==> config.mk <==
export PLATFORM = sky130hd
export DESIGN_NAME = ir_command_decoder
export DESIGN_NICKNAME = d
export VERILOG_FILES = /design/src/rtl/ir_cmd_pkg.sv /design/src/rtl/ir_debounce.sv /design/src/rtl/ir_command_decoder.sv
export SDC_FILE = /design/constraint.sdc
export NUM_CORES = 1
export LEC_CHECK = 0
export ABC_AREA = 1
export BUFFER_PORTS_ARGS = -buffer_cell sky130_fd_sc_hd__buf_2
export CAP_MARGIN = 10
export CORE_ASPECT_RATIO = 0.75
export CORE_MARGIN = 8
export CORE_UTILIZATION = 45
export CTS_BUF_LIST = sky130_fd_sc_hd__clkbuf_4 sky130_fd_sc_hd__clkbuf_8 sky130_fd_sc_hd__clkbuf_16
export DETAILED_ROUTE_END_ITERATION = 8
export PLACE_DENSITY = 0.68
export SLEW_MARGIN = 20
export SYNTH_ARGS = -nofsm -noshare
export SYNTH_HDL_FRONTEND = slang
export SYNTH_HIERARCHICAL = 1
export SYNTH_SLANG_ARGS = --single-unit
==> constraint.sdc <==
create_clock -name clk -period 3.93 [get_ports clk]
set_input_delay 0.1965 -clock clk [delete_from_list [all_inputs] [get_ports clk]]
set_output_delay 0.1965 -clock clk [all_outputs]
set_load 0.02 [all_outputs]
==> src/rtl/ir_cmd_pkg.sv <==
// Shared types and defaults for the IR command decoder slice.
package ir_cmd_pkg;

  // Control FSM states; encodings are visible on the fsm_state port.
  typedef enum logic [1:0] {
    ST_STOP    = 2'd0,
    ST_SEEK    = 2'd1,
    ST_REQ     = 2'd2,
    ST_HOLDOFF = 2'd3
  } ir_fsm_e;

  // Default per-command color masks, command 0 in the LSBs:
  // cmd0=000, cmd1=101, cmd2=011, cmd3=110.
  localparam logic [11:0] IR_CMD_DEFAULT_MASKS = 12'hCE8;

endpackage

==> src/rtl/ir_debounce.sv <==
// IR command debouncer: validates the active-low one-hot bus, tracks a
// candidate code with a saturating stability counter and latches cmd_id.
// o_upd/o_upd_cmd expose the latch decision combinationally so the parent
// FSM can react on the same edge cmd_id changes.
module ir_debounce
  import ir_cmd_pkg::*;
#(
  parameter int unsigned NUM_CH          = 4,
  parameter int unsigned DEBOUNCE_CYCLES = 16,
  localparam int unsigned CW             = $clog2(NUM_CH)
) (
  input  logic              clk,
  input  logic              reset,
  input  logic              i_enable,
  input  logic [NUM_CH-1:0] i_ir_n,
  output logic [CW-1:0]     o_cmd_id,
  output logic              o_cmd_changed,
  output logic              o_upd,
  output logic [CW-1:0]     o_upd_cmd
);

  localparam logic [15:0] LP_DEB = 16'(DEBOUNCE_CYCLES);

  logic [CW-1:0] r_cand;
  logic [15:0]   r_cnt;
  logic [CW-1:0] r_cmd;
  logic          r_chg;

  logic          w_valid;
  logic [CW-1:0] w_code;
  logic [15:0]   w_cnt_next;
  logic          w_upd;

  assign w_valid = $onehot(~i_ir_n);

  // Index of the low line; only meaningful when exactly one line is low.
  always_comb begin
    w_code = '0;
    for (int unsigned i = 0; i < NUM_CH; i++) begin
      if (!i_ir_n[i]) w_code = CW'(i);
    end
  end

  // Next stability count: restart on a new code, otherwise saturating increment.
  always_comb begin
    if (w_code != r_cand)     w_cnt_next = 16'd1;
    else if (r_cnt == LP_DEB) w_cnt_next = r_cnt;
    else                      w_cnt_next = r_cnt + 16'd1;
  end

  assign w_upd = i_enable & w_valid & (w_cnt_next == LP_DEB) & (w_code != r_cmd);

  // Candidate, counter and latched command; everything holds while disabled.
  always_ff @(posedge clk) begin
    if (reset) begin
      r_cand <= '0;
      r_cnt  <= '0;
      r_cmd  <= '0;
      r_chg  <= 1'b0;
    end else if (!i_enable) begin
      r_chg <= 1'b0;
    end else begin
      r_chg <= w_upd;
      if (!w_valid) begin
        r_cnt <= '0;
      end else begin
        r_cand <= w_code;
        r_cnt  <= w_cnt_next;
        if (w_upd) r_cmd <= w_code;
      end
    end
  end

  assign o_cmd_id      = r_cmd;
  assign o_cmd_changed = r_chg;
  assign o_upd         = w_upd;
  assign o_upd_cmd     = w_code;

endmodule

==> src/rtl/ir_command_decoder.sv <==
// IR command decoder top: debounced command, color-mask match and the
// pickup request/acknowledge FSM toward the arm controller.
// Optional ack timeout: define IR_CMD_ACK_TIMEOUT_EN to abandon a request
// after ACK_TIMEOUT cycles in REQ; otherwise REQ waits indefinitely.
module ir_command_decoder
  import ir_cmd_pkg::*;
#(
  parameter int unsigned NUM_CH          = 4,
  parameter int unsigned NUM_COLORS      = 3,
  parameter int unsigned DEBOUNCE_CYCLES = 16,
  parameter int unsigned HOLDOFF_CYCLES  = 64,
  parameter logic [NUM_CH*NUM_COLORS-1:0] CMD_MASKS = IR_CMD_DEFAULT_MASKS,
  parameter int unsigned ACK_TIMEOUT     = 1024
) (
  input  logic                      clk,
  input  logic                      reset,
  input  logic                      enable,
  input  logic [NUM_CH-1:0]         ir_n,
  input  logic [NUM_COLORS-1:0]     color,
  input  logic                      pickup_ack,
  output logic [$clog2(NUM_CH)-1:0] cmd_id,
  output logic                      cmd_changed,
  output logic [1:0]                ir_state,
  output logic                      pickup_req,
  output logic [1:0]                fsm_state,
  output logic                      timeout
);

  localparam int unsigned CW = $clog2(NUM_CH);
  localparam int unsigned HW = $clog2(HOLDOFF_CYCLES + 1);
  localparam logic [HW-1:0] LP_HOLD_LAST = HW'(HOLDOFF_CYCLES - 1);

  logic [CW-1:0]         w_cmd;
  logic                  w_chg;
  logic                  w_upd;
  logic [CW-1:0]         w_upd_cmd;
  logic [NUM_COLORS-1:0] w_mask;
  logic                  w_match;

  ir_fsm_e               r_state;
  logic                  r_req;
  logic                  r_match;
  logic [HW-1:0]         r_hold_cnt;

  ir_debounce #(
    .NUM_CH          (NUM_CH),
    .DEBOUNCE_CYCLES (DEBOUNCE_CYCLES)
  ) u_debounce (
    .clk           (clk),
    .reset         (reset),
    .i_enable      (enable),
    .i_ir_n        (ir_n),
    .o_cmd_id      (w_cmd),
    .o_cmd_changed (w_chg),
    .o_upd         (w_upd),
    .o_upd_cmd     (w_upd_cmd)
  );

  assign w_mask  = CMD_MASKS[w_cmd*NUM_COLORS +: NUM_COLORS];
  assign w_match = |(color & w_mask);

`ifdef IR_CMD_ACK_TIMEOUT_EN
  localparam int unsigned TW = $clog2(ACK_TIMEOUT + 1);
  localparam logic [TW-1:0] LP_TO_LAST = TW'(ACK_TIMEOUT - 1);
  logic [TW-1:0] r_to_cnt;
  logic          r_timeout;
  assign timeout = r_timeout;
`else
  assign timeout = 1'b0;
`endif

  // Pickup FSM; a command latch on this edge overrides every state action,
  // including a coincident pickup_ack.
  always_ff @(posedge clk) begin
    if (reset) begin
      r_state    <= ST_STOP;
      r_req      <= 1'b0;
      r_match    <= 1'b0;
      r_hold_cnt <= '0;
`ifdef IR_CMD_ACK_TIMEOUT_EN
      r_to_cnt   <= '0;
      r_timeout  <= 1'b0;
`endif
    end else if (enable) begin
      r_match <= w_match;
`ifdef IR_CMD_ACK_TIMEOUT_EN
      r_timeout <= 1'b0;
`endif
      if (w_upd) begin
        r_req      <= 1'b0;
        r_hold_cnt <= '0;
        r_state    <= (w_upd_cmd == '0) ? ST_STOP : ST_SEEK;
      end else begin
        unique case (r_state)
          ST_STOP: r_state <= ST_STOP;
          ST_SEEK: begin
            if (r_match) begin
              r_state <= ST_REQ;
              r_req   <= 1'b1;
`ifdef IR_CMD_ACK_TIMEOUT_EN
              r_to_cnt <= '0;
`endif
            end
          end
          ST_REQ: begin
            if (pickup_ack) begin
              r_state    <= ST_HOLDOFF;
              r_req      <= 1'b0;
              r_hold_cnt <= '0;
            end
`ifdef IR_CMD_ACK_TIMEOUT_EN
            else if (r_to_cnt == LP_TO_LAST) begin
              r_state   <= ST_SEEK;
              r_req     <= 1'b0;
              r_timeout <= 1'b1;
            end else begin
              r_to_cnt <= r_to_cnt + 1'b1;
            end
`endif
          end
          ST_HOLDOFF: begin
            if (r_hold_cnt == LP_HOLD_LAST) r_state <= ST_SEEK;
            else                            r_hold_cnt <= r_hold_cnt + 1'b1;
          end
        endcase
      end
    end else begin
`ifdef IR_CMD_ACK_TIMEOUT_EN
      r_timeout <= 1'b0;
`endif
    end
  end

  assign cmd_id      = w_cmd;
  assign cmd_changed = w_chg;
  assign ir_state    = {(w_cmd != '0), r_match & ((r_state == ST_SEEK) | (r_state == ST_REQ))};
  assign pickup_req  = r_req;
  assign fsm_state   = r_state;

endmodule

# After elaboration in Yosys (flattened, before gate mapping)
# Index checks and enable logic that the tools add are counted.
# Widths: inputs -> output; s select.
word_totals:
  romBits: 0
  latch_bits: 0
  ram_bits: 0
  input_bits: 11
  ff_bits: 32
  memories: 0
classes:
  bitwise: 8
  muxes: 20
  addsub: 5
  n_lt_le_gt_ge: 0
  div_mod_pow: 0
  shift: 1
  n_eq_ne: 13
  reduce_logical: 12
  n_mul: 1
ops:
  columns: ["op", "count"]
  rows:
  - ["$mux 16", 3]
  - ["$eq 16x5->1 const B", 2]
  - ["$mux 7", 3]
  - ["$add 16x1->16 const B", 1]
  - ["$pmux 7 s2", 1]
  - ["$mux 2", 6]
  - ["$ne 3x2->1 const B", 4]
  - ["$reduce_and 4->1", 3]
  - ["$shiftx 12x5->3 const A", 1]
  - ["$pmux 2 s4", 1]
  - ["$add 7x1->7 const B", 1]
  - ["$eq 7x6->1 const B", 1]
  - ["$reduce_bool 3->1", 2]
  - ["$mux 1", 5]
  - ["$add 1x1->2", 2]
  - ["$and 1x1->1", 4]
  - ["$eq 2x2->1 const B", 2]
  - ["$logic_not 2->1", 2]
  - ["$mul 2x2->4 const B", 1]
  - ["$ne 2x2->1", 2]
  - ["$not 4->4", 1]
  - ["$add 3x3->3", 1]
  - ["$and 3x3->3", 1]
  - ["$eq 3x1->1 const B", 1]
  - ["other kinds (9)", 9]

# Logic depth before layout (Yosys ltp)
logic_depth:
  depth_word: 10
  mapped_depth: 22
  mapped_depth_nobuf: 21

# Hierarchy
# The synthesis kept the hierarchy.
modules_own_cells:
  columns: ["module", "seq_area_each_um2", "area_per_inst_um2", "cells_each", "n_inst"]
  rows:
  - ["ir_debounce", 420.4, 1635.3, 267, 1]
  - ["ir_command_decoder", 220.2, 780.7, 122, 1]

# Worst setup path before layout
# No wires, ideal clock.
synth_path:
  kind: "input to register"
  startpoint: "in ir_n[0]"
  endpoint: "reg r_hold_cnt[5]"
  stages: 20
  setup_slack_ns: 1.101
  n_path_buf: 1
  required_time_ns: 3.820
  arrival_time_ns: 2.719
  cell_sequence: "fa_1 > inv_1 > ha_1 > ha_1 > nand3b_1 > nor2_2 > nand2_1 > inv_1 > nand4_1 > nor3_1 > nand3_1 > inv_1 > nor2_1 > nand2_1 > nand2_2 > nor2_4 > buf_6 > nand3_1 > nand2_1 > nor2_2"
synth_via:
  elab_chain_len: 9
synth_rtl:
  columns: ["item", "line", "rtl"]
  rows:
  - ["from (decl)", "ir_command_decoder.sv:18", "input logic [NUM_CH-1:0] ir_n,"]
  - ["$not 4->4 *", "ir_debounce.sv:34", "assign w_valid = $onehot(~i_ir_n);"]
  - ["$add 1x1->2 (implied by the code) *", "ir_debounce.sv:34", null]
  - ["$add 3x3->3 (implied by the code) *", "ir_debounce.sv:34", null]
  - ["$eq 3x1->1 *", "ir_debounce.sv:34", null]
  - ["$and 1x1->1 * (3 in a row)", "ir_debounce.sv:51", "assign w_upd = i_enable & w_valid & (w_cnt_next == LP_DEB) & (w_code != r_cmd);"]
  - ["via w_upd", "ir_command_decoder.sv:35", "logic w_upd;"]
  - ["$ne 3x2->1 (no line) or $reduce_bool 3->1 (tied branches)", null, null]
  - ["$reduce_and 4->1 (no line)", null, null]
  - ["to (signal assigned)", "ir_command_decoder.sv:123", "else r_hold_cnt <= r_hold_cnt + 1'b1;"]
  - ["to (decl)", "ir_command_decoder.sv:43", "logic [HW-1:0] r_hold_cnt;"]
# Mark *: on every way through the listed nets, which the timed path passes. The rest lies on a longest branch.
# A chain may end at the register's enable or synchronous reset.

# Worst setup path in the final report
layout_path:
  startpoint: "in ir_n[0]"
  endpoint: "reg r_hold_cnt[1]"
# Same word-level chain as after synthesis.

==> run_results.csv <==
group,metric,value,unit
timing,max_slew_margin,62.93,%
place,place_ws,855.2,ps
yosys,synth_warnings,6,
global_route,overflow,0,
clock_tree,ctsHtreeMaxLevel,2,
yosys,syn-num-nets,411,
timing,slew_violations,0,
drt,routed_wl,5.649,mm
timing,tns,0,ps
timing,finalClockSkew,6.684,ps
place,post_dp_cell_area,0.002552,mm2
die,die_w,100.6,um
clock_tree,cts_buffer_depth,2,
drt,vias,2374,
yosys,synth_cell_type_count,33,
yosys,synth-xor-area-share,1.813,%
yosys,synth_flop_cell,"dfxtp_1",
worst_setup_path,crit_arrival,2940,ps
finish,drive_above_1_share,15.02,%
yosys,syn_area_per_cell,6.211,um2
clock_tree,post-cts-setup-buffers,0,
global_route,grt_pass1_wl,9.867,mm
yosys,synthAdderAreaFrac,6.007,%
yosys,ys_seq_elements,32,
yosys,synth_top_family_by_area,"simple AND/OR/NAND/NOR gates",
clock_tree,root_buffer,"clkbuf_8",
clock_tree,cts_made_buffers,5,
die,num_rows,23,
timing,max_freq,361.0,MHz
place,io_buffers,18,
clock_tree,cts_resized,0,
drt,remaining_drc_errors,0,
finish,post-route-cell-area,0.002649,mm2
drt,post_drt_wl_per_cell,11.74,um
timing,fin_crit_sh,70.49,%
clock_tree,insertion_delay,300,ps
timing,tightest_slew,555.4,ps
clock_tree,cts_tree,"built",
yosys,synth-simple-area-share,45.62,%
yosys,synth_compound_area_share,7.872,%
flow_run,drv_cap,0,
place,routabilityCongestion,0.8350,
power_and_ir_drop,irDropWorstVdd,0.1137,mV
worst_setup_path,required,4100,ps
die,die_y,79.46,um
clock_tree,cts_sinks,32,
finish,n_antenna_cell,0,
timing,hold_viol,0,
timing,worst_slack,1160,ps
global_route,grtUsageTotal,15.15,%
global_route,grt_pass1_vias,2171,
drt,viasPerCell,4.936,
die,die-area,0.007994,mm2
global_route,antenna_found_initial,0,
finish,nNetsFinal,428,
place,dpl.hpwl,4.218,mm
die,core,0.005266,mm2
worst_setup_path,cp-end-kind,"flop",
power_and_ir_drop,p_leak,1.180,nW
clock_tree,cts.reportedPaths.clkPinSlew,70,ps
yosys,synth_edf_count,0,
drt,drt_pass1_iterations,4,
worst_setup_path,path_class,"in -> reg",
die,io_pins,20,
global_route,grt_start_max_net_pins,23,
worst_setup_path,worstSetupStartpointType,"input port",
yosys,syn_inst,389,
yosys,yosysSeqAreaShare,26.51,%
finish,fin_util,50.30,%
outcome,status,"finished, final reports clean",
drt,final_antenna_net_count,0,
power_and_ir_drop,p_per_area,280.1,mW/mm2
drt,drt_iter0_drc,152,
yosys,netlist_area,0.002416,mm2
timing,setup_violations,0,
die,initial_core_util,45.88,%
clock_tree,cts-hold-fix-buffers,0,
timing,fin_crit,2770,ps
finish,syn2layout_area_growth,9.632,%
worst_setup_path,path_max_fanout,12,
timing,rsz0062_at_grt,"no",
yosys,synthMuxAreaShare,0,%
yosys,async_flop_share,0,%
hold_path,min_path_type,"in -> reg",
## cells in the final DEF, fill, tap and decap left out, types with 5 or more instances in the layout
cell type	netlist	final
nand3_2	6	6
buf_2	2	18
dfxtp_1	32	32
nand3_1	35	35
nand2_2	7	7
inv_2	5	5
nor2_2	7	7
o21ai_0	8	8
nand4_1	12	12
nor2_1	51	51
inv_1	55	55
a21oi_1	23	23
ha_1	10	10
nand2_1	103	103
clkbuf_8	0	7
## sequential cells by signal, indices dropped and copies added, names as in the netlist
| signal | cells |
|---|---|
| fsm_state | 2 |
| pickup_req | 1 |
| r_hold_cnt | 7 |
| r_match | 1 |
| u_debounce/o_cmd_changed | 1 |
| u_debounce/o_cmd_id | 2 |
| u_debounce/r_cand | 2 |
| u_debounce/r_cnt | 16 |
## worst max-delay path, stage by stage
cell and delay, ps:
buf_2 110, fa_1 520, inv_1 40, ha_1 170, ha_1 260, nand3b_1 160, nor2_2 100, nand2_1 60
inv_1 60, nand4_1 90, nor3_1 150, nand3_1 120, inv_1 160, inv_2 80, nand2_1 110, inv_2 50
nor2_4 240, nand2_1 110, nand2_1 90, a21oi_2 50
## synthesized netlist by cell type, types with 5 or more instances
cell     count  share of area (%)
nand3_2      6                2.5
inv_2        5               0.78
a21oi_1     23                4.8
nor2_2       7                1.8
o21ai_0      8                1.7
nand3_1     35                7.3
nor2_1      51                7.9
dfxtp_1     32                 27
nand2_1    103                 16
inv_1       55                8.5
nand4_1     12                3.1
nand2_2      7                1.8
ha_1        10                5.2
## where the power goes
group	switching (mW)	internal, mW
clock network	0.132	0.156
registers	0.00681	0.331
logic	0.0792	0.0364
total	0.218	0.524
## through the flow
stage	total power, mW	instances	hold WS, ps
after floorplan	0.4332	389	258.9
after global placement	0.4594	474	429.4
after detailed placement	0.4613	474	434.1
after CTS	0.7485	481	187.5
after global routing	0.7778	481	215.9
final	0.7420	481	183.7
## metal layers
metal | vias to the layer above | routed length (um) | track usage (%)
met5 | - | 0 | 0
met4 | 0 | 52 | 6.316
met3 | 4 | 234 | 2.613
met2 | 52 | 2347 | 22.23
met1 | 1064 | 3014 | 21.20
li1 | 1254 | - | -
## area by class of cell
class,count,area [um2]
fill,542,2618
multi-input combinational,286,1485
sequential,32,640.6
inverter,62,235.2
timing repair buffer,19,97.59
clock buffer,7,96.34
tap,75,93.84
## worst paths after layout
check / slack, ps / start / to / depth (start not counted)
hold / removal: 180 / color[1] / r_match / 3
setup / recovery: 1160 / ir_n[0] / r_hold_cnt[1] / 20
hold reg to reg: 440 / pickup_req / pickup_req / 2
setup reg to reg: 1250 / u_debounce/r_cnt[0] / r_hold_cnt[1] / 18
## logic make-up (layout without fill, tap and decap cells)
logic type                 Yosys count  in the layout
AOI/OAI and AO/OA                   36             36
xor gates and xnor gates             5              5
adders and majority gates           11             11
buffers and inverters               71             88
DFF                                 32             32
other                                1              1
and+or+nand+nor                    233            233
(Power assumes the default switching activity.)
